==> src/rtl/ranging_scheduler.sv <==
// ranging_scheduler: round-robin scheduler for ultrasonic range sensors.
// Fires one sensor trigger at a time, times the synchronized echo pulse in
// microseconds, publishes the result with a one-cycle strobe, and keeps a
// per-sensor crash flag (echo width at or below a threshold).
//
// Ports:
//   clk             system clock
//   rst_n           synchronous active-low reset
//   enable          ranging runs while high (checked between slots only)
//   echo            raw asynchronous echo lines, one per sensor
//   crash_thresh_us crash threshold on echo width, in us
//   trigger         one-hot (or zero) trigger outputs
//   dist_us         last echo width in us, 0xFFFF on timeout
//   dist_id         sensor index that dist_us belongs to
//   dist_valid      one-cycle strobe when dist_us/dist_id update
//   timeout         high together with dist_valid when the slot timed out
//   is_crash        per-sensor crash flags, held between updates
//   any_crash       registered OR of is_crash
module ranging_scheduler #(
  parameter int NUM_SENSORS = 3,
  parameter int TRIG_CYCLES = 1000,
  parameter int CLKS_PER_US = 100,
  parameter int TIMEOUT_US  = 38000,
  parameter int HOLDOFF_US  = 60000
) (
  input  logic                           clk,
  input  logic                           rst_n,
  input  logic                           enable,
  input  logic [NUM_SENSORS-1:0]         echo,
  input  logic [15:0]                    crash_thresh_us,
  output logic [NUM_SENSORS-1:0]         trigger,
  output logic [15:0]                    dist_us,
  output logic [$clog2(NUM_SENSORS)-1:0] dist_id,
  output logic                           dist_valid,
  output logic                           timeout,
  output logic [NUM_SENSORS-1:0]         is_crash,
  output logic                           any_crash
);

  localparam int IW = $clog2(NUM_SENSORS);
  localparam int PW = (CLKS_PER_US > 1) ? $clog2(CLKS_PER_US) : 1;
  localparam int TW = (TRIG_CYCLES > 1) ? $clog2(TRIG_CYCLES) : 1;
  localparam logic [PW-1:0] PRE_MAX   = PW'(CLKS_PER_US - 1);
  localparam logic [TW-1:0] TRIG_MAX  = TW'(TRIG_CYCLES - 1);
  localparam logic [15:0]   TOUT_LAST = 16'(TIMEOUT_US - 1);
  localparam logic [15:0]   HOLD_LAST = 16'(HOLDOFF_US - 1);
  localparam logic [IW-1:0] ID_MAX    = IW'(NUM_SENSORS - 1);

  typedef enum logic [2:0] {IDLE, TRIG, WAIT_RISE, MEASURE, HOLDOFF} state_t;

  state_t                 state;
  logic [NUM_SENSORS-1:0] echo_m, echo_s;
  logic [IW-1:0]          cur_id, next_id;
  logic [TW-1:0]          tcnt;
  logic [PW-1:0]          pre, pre_nxt;
  logic [15:0]            us_cnt, us_nxt;
  logic                   armed, tick, echo_cur;

  always_comb begin
    tick     = (pre == PRE_MAX);
    echo_cur = echo_s[cur_id];
    next_id  = (cur_id == ID_MAX) ? '0 : cur_id + IW'(1);
    pre_nxt  = tick ? '0 : pre + PW'(1);
    us_nxt   = (tick && us_cnt != 16'hFFFE) ? us_cnt + 16'd1 : us_cnt;
  end

  always_ff @(posedge clk) begin
    if (!rst_n) begin
      echo_m <= '0;
      echo_s <= '0;
    end else begin
      echo_m <= echo;
      echo_s <= echo_m;
    end
  end

  always_ff @(posedge clk) begin
    if (!rst_n) begin
      state      <= IDLE;
      cur_id     <= '0;
      tcnt       <= '0;
      pre        <= '0;
      us_cnt     <= '0;
      armed      <= 1'b0;
      trigger    <= '0;
      dist_us    <= '0;
      dist_id    <= '0;
      dist_valid <= 1'b0;
      timeout    <= 1'b0;
      is_crash   <= '0;
      any_crash  <= 1'b0;
    end else begin
      dist_valid <= 1'b0;
      timeout    <= 1'b0;
      any_crash  <= |is_crash;
      case (state)
        IDLE: begin
          if (enable) begin
            state   <= TRIG;
            trigger <= NUM_SENSORS'(1) << cur_id;
            tcnt    <= '0;
          end
        end
        TRIG: begin
          if (tcnt == TRIG_MAX) begin
            trigger <= '0;
            state   <= WAIT_RISE;
            pre     <= '0;
            us_cnt  <= '0;
            armed   <= 1'b0;
          end else begin
            tcnt <= tcnt + TW'(1);
          end
        end
        WAIT_RISE: begin
          // A rise only counts after a low has been seen inside this state,
          // so an echo still high from before the trigger is ignored.
          armed <= ~echo_cur;
          if (armed && echo_cur) begin
            state <= MEASURE;
            // The cycle in which the rise is seen is already one high cycle.
            if (CLKS_PER_US == 1) begin
              pre    <= '0;
              us_cnt <= 16'd1;
            end else begin
              pre    <= PW'(1);
              us_cnt <= '0;
            end
          end else if (tick && us_cnt == TOUT_LAST) begin
            state         <= HOLDOFF;
            pre           <= '0;
            us_cnt        <= '0;
            dist_us       <= 16'hFFFF;
            dist_id       <= cur_id;
            dist_valid    <= 1'b1;
            timeout       <= 1'b1;
            is_crash[cur_id] <= 1'b0;
          end else begin
            pre    <= pre_nxt;
            us_cnt <= us_nxt;
          end
        end
        MEASURE: begin
          if (!echo_cur) begin
            state            <= HOLDOFF;
            pre              <= '0;
            us_cnt           <= '0;
            dist_us          <= us_cnt;
            dist_id          <= cur_id;
            dist_valid       <= 1'b1;
            is_crash[cur_id] <= (us_cnt <= crash_thresh_us);
          end else if (tick && us_cnt == TOUT_LAST) begin
            state            <= HOLDOFF;
            pre              <= '0;
            us_cnt           <= '0;
            dist_us          <= 16'hFFFF;
            dist_id          <= cur_id;
            dist_valid       <= 1'b1;
            timeout          <= 1'b1;
            is_crash[cur_id] <= 1'b0;
          end else begin
            pre    <= pre_nxt;
            us_cnt <= us_nxt;
          end
        end
        HOLDOFF: begin
          if (tick && us_cnt == HOLD_LAST) begin
            cur_id <= next_id;
            if (enable) begin
              state   <= TRIG;
              trigger <= NUM_SENSORS'(1) << next_id;
              tcnt    <= '0;
            end else begin
              state <= IDLE;
            end
          end else begin
            pre    <= pre_nxt;
            us_cnt <= us_nxt;
          end
        end
        default: state <= IDLE;
      endcase
    end
  end

endmodule

==> config.mk <==
export PLATFORM = sky130hd
export DESIGN_NAME = ranging_scheduler
export DESIGN_NICKNAME = d
export VERILOG_FILES = /design/src/rtl/ranging_scheduler.sv
export SDC_FILE = /design/constraint.sdc
export NUM_CORES = 1
export LEC_CHECK = 0
export ABC_AREA = 0
export BUFFER_PORTS_ARGS = -buffer_cell sky130_fd_sc_hd__buf_4
export CAP_MARGIN = 0
export CORE_UTILIZATION = 52
export DETAILED_ROUTE_END_ITERATION = 6
export PLACE_DENSITY = 0.84
export SETUP_SLACK_MARGIN = 0.05
export SLEW_MARGIN = 10
export SYNTH_ARGS = -nofsm -noshare
export SYNTH_HDL_FRONTEND = slang
export SYNTH_SLANG_ARGS = --single-unit
==> constraint.sdc <==
create_clock -name clk -period 2.5 [get_ports clk]
set_clock_uncertainty 0.1 [all_clocks]
set_input_delay 0.25 -clock clk [delete_from_list [all_inputs] [get_ports clk]]
set_output_delay 0.25 -clock clk [all_outputs]
set_load 0.03 [all_outputs]
==> summary.md, run 1 <==
| Metric | Value |
|---|---|
| Status | completed |
| Peak VDD IR | 0.554 mV |
| Io pins | 49 |
| Pin count of the biggest net entering global routing | 47 |
| CTS H-tree lvls | 3 |
| Vias | 3,630 |
| Most used DFF post-synth | dfxtp_1 |
| WHS Path Cells | 3 |
| Setup TNS | 0 ns |
| Leading cell type by number of instances after synthesis | dfxtp_1 |
| Drt total wl | 9730 um |
| Port bufs | 48 |
| Critical Path Slowest Stage Cell | a2111o_1 |
| Worst-path fanout max | 9 |
| Skew-Pair Late Insertion Delay | 0.36 ns |
| Vias per inst | 5.85 |
| EDFF count, synth | 0 |
| Num CTS Buffers | 9 |
| Total Routing Usage GR | 25.6% |
| Top cell type's share of synthesized area | 36.8% |
| Top cells by area, synth | dfxtp_1 37%, ha_1 6.4%, o221a_2 4.9%, nor2_1 4.6%, xor2_1 3.1% |
| Fin worst setup slack | 0.184 ns |
| Area delta synth->final | 21.6% |
| Rows | 31 |
| Reg-to-reg slack, setup | 0.18 ns |
| DR DRC count | 0 |
| Cell Count, Final, Fillers Out | 620 |
| Worst r2r path cells | 7 |
| Slew @ Worst Pin | 0.585 ns |
| Max frequency | 0.432 GHz |
| DPL Wire Length | 6870 um |
| Post-route ant nets | 0 |
| Clock root cell | clkbuf_8 |
| Asr flop ratio synth | 0% |
| Die X | 88.8 um |
| Unrepaired setup endpoints after global routing | no |
| NumNets Final | 558 |
| Setup crit start kind | flip-flop |
| Critical-path cell list | ha_1 -> and2_1 -> and4_2 -> nand3b_1 -> a2111o_1 -> a211o_1 -> a21boi_1 |
| Worst reg2reg path startpoint | pre[0] |
| Yosys reg bits | 72 |
| Placed cell count | 601 |
| Max Slew Vio Count | 0 |
| Minimum clock period | 2.32 ns |
| 1st-iter DRT viols | 225 |
| Grt ovf | 0 |
| Register area share after synthesis | 36.8% |
| Diode count | 0 |
| Antenna violations before repair | 0 |
| Die Y | 88.8 um |
| Leak | 1.93 nW |
| Post-synth top area cell | dfxtp_1 |
| Mapped Cells | 448 |
| Maxcap violations | 0 |
| Count of final hold-check violations | 0 |
| Setup WS pre-CTS | 0.172 ns |
| WHS Endpoint | trigger[2] |
| Hold path start | enable |
| Final cycle utilization of the critical path | 92.6% |
| Worst R2R End | trigger[1] |
| Netlist cell types | 62 |
| First-pass GRT wire length | 15,300 um |
| GPL Wtd Cong | 0.967 |
| Pwr/cell area | 604 nW/um2 |
| Die footprint | 7880 um2 |
| CTS tree | yes |
| Initial Util | 54.0% |
| First-pass detailed-route iteration total | 5 |
| Rel. slew slack | 60.8% |
| Synth warn | 0 |
| Avg WL per Cell | 15.7 um |
| Crit-path max cell delay | 0.49 ns |
| CORE AREA | 7250 um2 |
| Final setup vio count | 0 |
| Synthesized area | 3920 um2 |
| Worst Path Arrival | 2.51 ns |
| Clock slew at reported path FFs | 0.07 ns |
| Post-synth top cells | 72 x dfxtp_1, 48 x nor2_1, 21 x nand2_1, 20 x ha_1, 20 x inv_1 |
| CTS Buffer Depth | 2 |
| CP endpoint kind | flip-flop |
| Layout cells sized above 1 | 23.8% |
| Vias in the first global route | 3,279 |
| Syn_area_per_cell | 8.74 um2 |
| Clock Sinks | 72 |
| Post-Syn Nets | 490 |
| WS Path Type | flip-flop to flip-flop |
| Worst EP required | 2.69 ns |
| Min-Delay Path Class | primary input to flip-flop |
critical path: cells and delay by family (launching register included):
| family | cells | cell delay [ns] |
|---|---|---|
| AOI/OAI and AO/OA | 3 | 0.87 |
| DFF | 1 | 0.43 |
| adders and majority gates | 1 | 0.23 |
| and+or+nand+nor | 3 | 0.63 |
sequential cells by signal (all words and copies together), names as in the netlist, 2 cells and up:
| signal | cells |
|---|---|
| dist_us | 16 |
| state | 3 |
| us_cnt | 16 |
| tcnt | 10 |
| echo_s | 3 |
| dist_id | 2 |
| pre | 7 |
| cur_id | 2 |
| is_crash | 3 |
| trigger | 3 |
| echo_m | 3 |
per-layer routing:
layer  share of wire [%]  GRT usage (%)  wire length [um]  vias to the layer above
met3                 4.9           4.85               473                       20
met2                  49           44.1              4790                      117
met4                 1.8           11.6               175                        0
li1                    -              -                 -                     1780
met5                   0              0                 0                        -
met1                  44           30.9              4290                     1713
stage by stage:
step / hold WS [ns] / power [mW] / utilization, % / instance area [um2]
2_1_floorplan: 0.277 / 1.68 / - / 3920
3_3_place_gp: 0.316 / 1.87 / 62.3 / 4520
3_5_place_dp: 0.325 / 1.89 / 62.3 / 4520
4_1_cts: 0.128 / 2.88 / 65.6 / 4760
5_1_grt: 0.176 / 3.00 / 65.7 / 4760
6_report: 0.134 / 2.88 / 65.7 / 4760
logic make-up (layout without fill, tap and decap cells):
kind of cell	Yosys count	in the layout	share of synthesized area, %
buf+inv	43	116	4.54
flops	72	72	36.8
mux	5	5	1.28
simple gates	179	179	25.5
xor+xnor	26	26	5.81
fa+ha+maj	20	20	6.39
compound gates	103	103	19.7
layout make-up:
cell class	instances	area (um2)
clock inverters	6	83.8
fillers	623	2490
repair buffers	80	608
well taps	99	124
multi-input cells	333	2300
inverters	20	75.1
flip-flops and latches	72	1440
clock buffers	10	128
worst max-delay path by stage:
| stage | start | cells after the start | slack [ns] | endpoint |
|---|---|---|---|---|
| after floorplan | pre[0] | 9 | 0.30 | us_cnt[12] |
| after global placement | us_cnt[0] | 7 | 0.25 | trigger[1] |
| after detailed placement | pre[0] | 8 | 0.17 | us_cnt[9] |
| after CTS | pre[0] | 8 | 0.15 | us_cnt[9] |
| after global routing | pre[0] | 7 | 0.05 | trigger[1] |
| final | pre[0] | 7 | 0.18 | trigger[1] |
layout by cell type, fill, tap and decap left out, types with 8 or more instances in the layout:
master,n
nand2_1,21
o221a_2,17
inv_1,20
dfxtp_1,71
nand3_1,17
o211ai_1,8
o21ai_0,9
xor2_1,14
buf_4,77
and2_1,10
o21ai_1,8
nor3b_1,8
xnor2_1,12
nor2_1,48
nand4_1,19
nor2b_1,13
a21oi_1,19
ha_1,20
clkbuf_8,9
power by group:
group          switching (mW)  total (mW)  internal (mW)
clock network           0.439       0.997          0.558
registers              0.0455        1.24           1.19
logic                   0.390       0.643          0.253
total                   0.875        2.88           2.00
what timing repair did:
| item | CTS | global route |
|---|---|---|
| hold endpoints to repair | 3 | 0 |
| setup endpoints to repair | 0 | 40 |
| buffers inserted | 0 | 0 |
| hold buffers | 3 | 0 |
| gates resized for setup | 0 | 3 |
Note: power is estimated with default switching activity, not from simulation.
==> inputs of run 2 (changes only) <==
--- a/config.mk
+++ b/config.mk
@@ -8,9 +8,12 @@
 export ABC_AREA = 0
 export BUFFER_PORTS_ARGS = -buffer_cell sky130_fd_sc_hd__buf_4
 export CAP_MARGIN = 0
-export CORE_UTILIZATION = 52
+export CELL_PAD_IN_SITES_DETAIL_PLACEMENT = 1
+export CELL_PAD_IN_SITES_GLOBAL_PLACEMENT = 1
+export CORE_UTILIZATION = 44
+export CTS_CLUSTER_SIZE = 8
 export DETAILED_ROUTE_END_ITERATION = 6
-export PLACE_DENSITY = 0.84
+export PLACE_DENSITY = 0.91
 export SETUP_SLACK_MARGIN = 0.05
 export SLEW_MARGIN = 10
 export SYNTH_ARGS = -nofsm -noshare
==> run 2 against run 1 <==
Sequential cell count stayed put. Maximum frequency is 2.4% lower. Sequential power hardly changed. Largest power group unchanged.
==> summary.md, run 2 (same netlist as run 1, synthesis figures left out) <==
| Metric | Value |
|---|---|
| Status | completed |
| Clock slew at reported path FFs | 0.08 ns (about the same) |
| Hold path start | echo[2] |
| Grt ovf | 0 (unchanged) |
| Max Slew Vio Count | 0 (unchanged) |
| Busiest grt layer | met2 |
| Die Y | 96.4 um (+8.5%) |
| Fin Hold WS | 0.00501 ns (-0.129 ns) |
| CTS tree | yes |
| Placed cell count | 611 (+1.7%) |
| Clock Sinks | 72 (unchanged) |
| Initial Util | 45.1% (-8.9 points) |
| Drt total wl | 11,800 um (+21%) |
| First-pass GRT wire length | 18,300 um (+19%) |
| Worst-path fanout max | 12 (+3) |
| Count of final hold-check violations | 0 (unchanged) |
| Setup crit start kind | flip-flop |
| Vias | 3,775 (+4.0%) |
| Filler instances | 1,050 (+69%) |
| Die footprint | 9280 um2 (+18%) |
| Cell Count, Final, Fillers Out | 628 (+1.3%) |
| Rows | 34 (+9.7%) |
| Port bufs | 48 (unchanged) |
| WHS Endpoint | echo_m[2] |
| Unrepaired setup endpoints after global routing | no |
| WS Path Type | flip-flop to flip-flop |
| GPL Wtd Cong | 0.935 (-3.3%) |
| CTS H-tree lvls | 3 (unchanged) |
| DR DRC count | 0 (unchanged) |
| Die X | 96.4 um (+8.5%) |
| Final cycle utilization of the critical path | 94.9% (+2.3 points) |
| Vias per inst | 6.01 (+2.7%) |
| Leak | 1.94 nW (+0.40%) |
| Diode count | 0 (unchanged) |
| Worst reg2reg path startpoint | tcnt[0] |
| Most frequent cells in the layout | 78 x buf_4, 71 x dfxtp_1, 48 x nor2_1, 21 x nand2_1 |
| CP endpoint kind | flip-flop |
| Worst R2R End | us_cnt[11] |
| Total Routing Usage GR | 26.1% (+0.47 points) |
| CTS Buffer Depth | 2 (unchanged) |
| Skew-Pair Late Insertion Delay | 0.36 ns (about the same) |
| Final setup vio count | 0 (unchanged) |
| Clock root cell | clkbuf_8 |
| Peak VDD IR | 0.449 mV (-19%) |
| Vias in the first global route | 3,758 (+15%) |
| NumNets Final | 558 (unchanged) |
| CORE AREA | 8680 um2 (+20%) |
| Antenna violations before repair | 0 (unchanged) |
| Post-route ant nets | 0 (unchanged) |
| Met2 Resource Use GR | 46.8% (+2.7 points) |
| Avg WL per Cell | 18.8 um (+20%) |
| Worst EP required | 2.65 ns (-0.04 ns) |
| Global Route met3 Usage | 5.13% (+0.28 points) |
| Pin count of the biggest net entering global routing | 47 (unchanged) |
| Area delta synth->final | 23.2% |
| Rel. slew slack | 61.1% (+0.31 points) |
| Max frequency | 0.421 GHz (-2.4%) |
| Worst Path Arrival | 2.52 ns (about the same) |
| DPL Wire Length | 8420 um (+23%) |
| Io pins | 49 (unchanged) |
| Minimum clock period | 2.37 ns (+0.0571 ns) |
| Setup TNS | 0 ns (unchanged) |
| Top flop regs | dist_us (16), us_cnt (16), tcnt (10) |
| Slew @ Worst Pin | 0.581 ns (-0.00466 ns) |
| GRT met1 Usage | 29.0% (-2.0 points) |
| 1st-iter DRT viols | 88 (-61%) |
| Pwr/cell area | 609 nW/um2 (+0.77%) |
| Min-Delay Path Class | primary input to flip-flop |
| Most common cell after layout, fill and taps aside | buf_4 |
| Num CTS Buffers | 9 (unchanged) |
| First-pass detailed-route iteration total | 4 (-1) |
| Reg-to-reg slack, setup | 0.13 ns (-0.06 ns) |
| WHS Path Cells | 2 (-1) |
| Layout cells sized above 1 | 25.6% (+1.8 points) |
| Maxcap violations | 0 (unchanged) |
| Worst r2r path cells | 7 (unchanged) |
## run 2: cell count changes in the layout (fill, tap and decap cells not counted), moves of 2 or more
cell,change
nor4_2,+3
clkinv_2,-2
o21ai_1,-2
nor4_1,-3
dlygate4sd3_1,-2
o21ai_2,+2
## run 2: worst max-delay path by stage
stage	from	end	slack, ns
floorplan	pre[0]	us_cnt[12]	0.30
global placement	us_cnt[3]	us_cnt[11]	0.15
detailed placement	us_cnt[0]	tcnt[8]	0.11
CTS	us_cnt[0]	us_cnt[11]	0.05
global route	tcnt[0]	us_cnt[11]	0.02
finish	tcnt[0]	us_cnt[11]	0.13
## run 2: repair_timing
action	4_1_cts	5_1_grt
buffers inserted	0	1
pin swaps	0	4
hold buffers	0	1
endpoints found under the hold margin	0	1
gates resized for setup	1	10
endpoints found under the setup margin	1	28
## run 2: critical path: stages, from the launching register on
cell       delay, ns
dfxtp_1         0.39
ha_1            0.19
nand4bb_1       0.14
o31a_1          0.35
a211oi_1        0.32
buf_4           0.26
a41oi_1         0.18
nor3b_1         0.33
## run 2: layout make-up
type,instances,area (um2),area share [%]
Tap cell,108,135,2.80
Clock buffer,10,138,2.85
Sequential cell,72,1440,29.9
Multi-Input combinational cell,333,2340,48.4
Inverter,20,75.1,1.56
Timing Repair Buffer,80,616,12.8
Clock inverter,5,81.3,1.69
## run 2: layer usage
metal | wire (um) | share of wire, % | vias to the layer above
li1 | - | - | 1777
met1 | 4680 | 40 | 1851
met2 | 6080 | 52 | 106
met3 | 531 | 4.5 | 41
met4 | 518 | 4.4 | 0
met5 | 0 | 0 | -
## run 2: report_power, final
part / leakage, nW / total (mW) / switching, mW / internal (mW)
combinational: 1.25 / 0.666 / 0.415 / 0.251
sequential: 0.583 / 1.24 / 0.0518 / 1.19
clock: 0.108 / 1.03 / 0.445 / 0.583
## run 2: metrics by stage
| stage | setup slack [ns] | area [um2] | util, % | power, mW |
|---|---|---|---|---|
| 4_1_cts | 0.0519 | 4770 | 54.9 | 2.93 |
| 3_5_place_dp | 0.106 | 4550 | 52.4 | 1.91 |
| 3_3_place_gp | 0.145 | 4550 | 52.4 | 1.87 |
| 5_1_grt | 0.0169 | 4820 | 55.6 | 3.06 |
| 2_1_floorplan | 0.299 | 3920 | - | 1.68 |
| 6_report | 0.127 | 4820 | 55.6 | 2.94 |
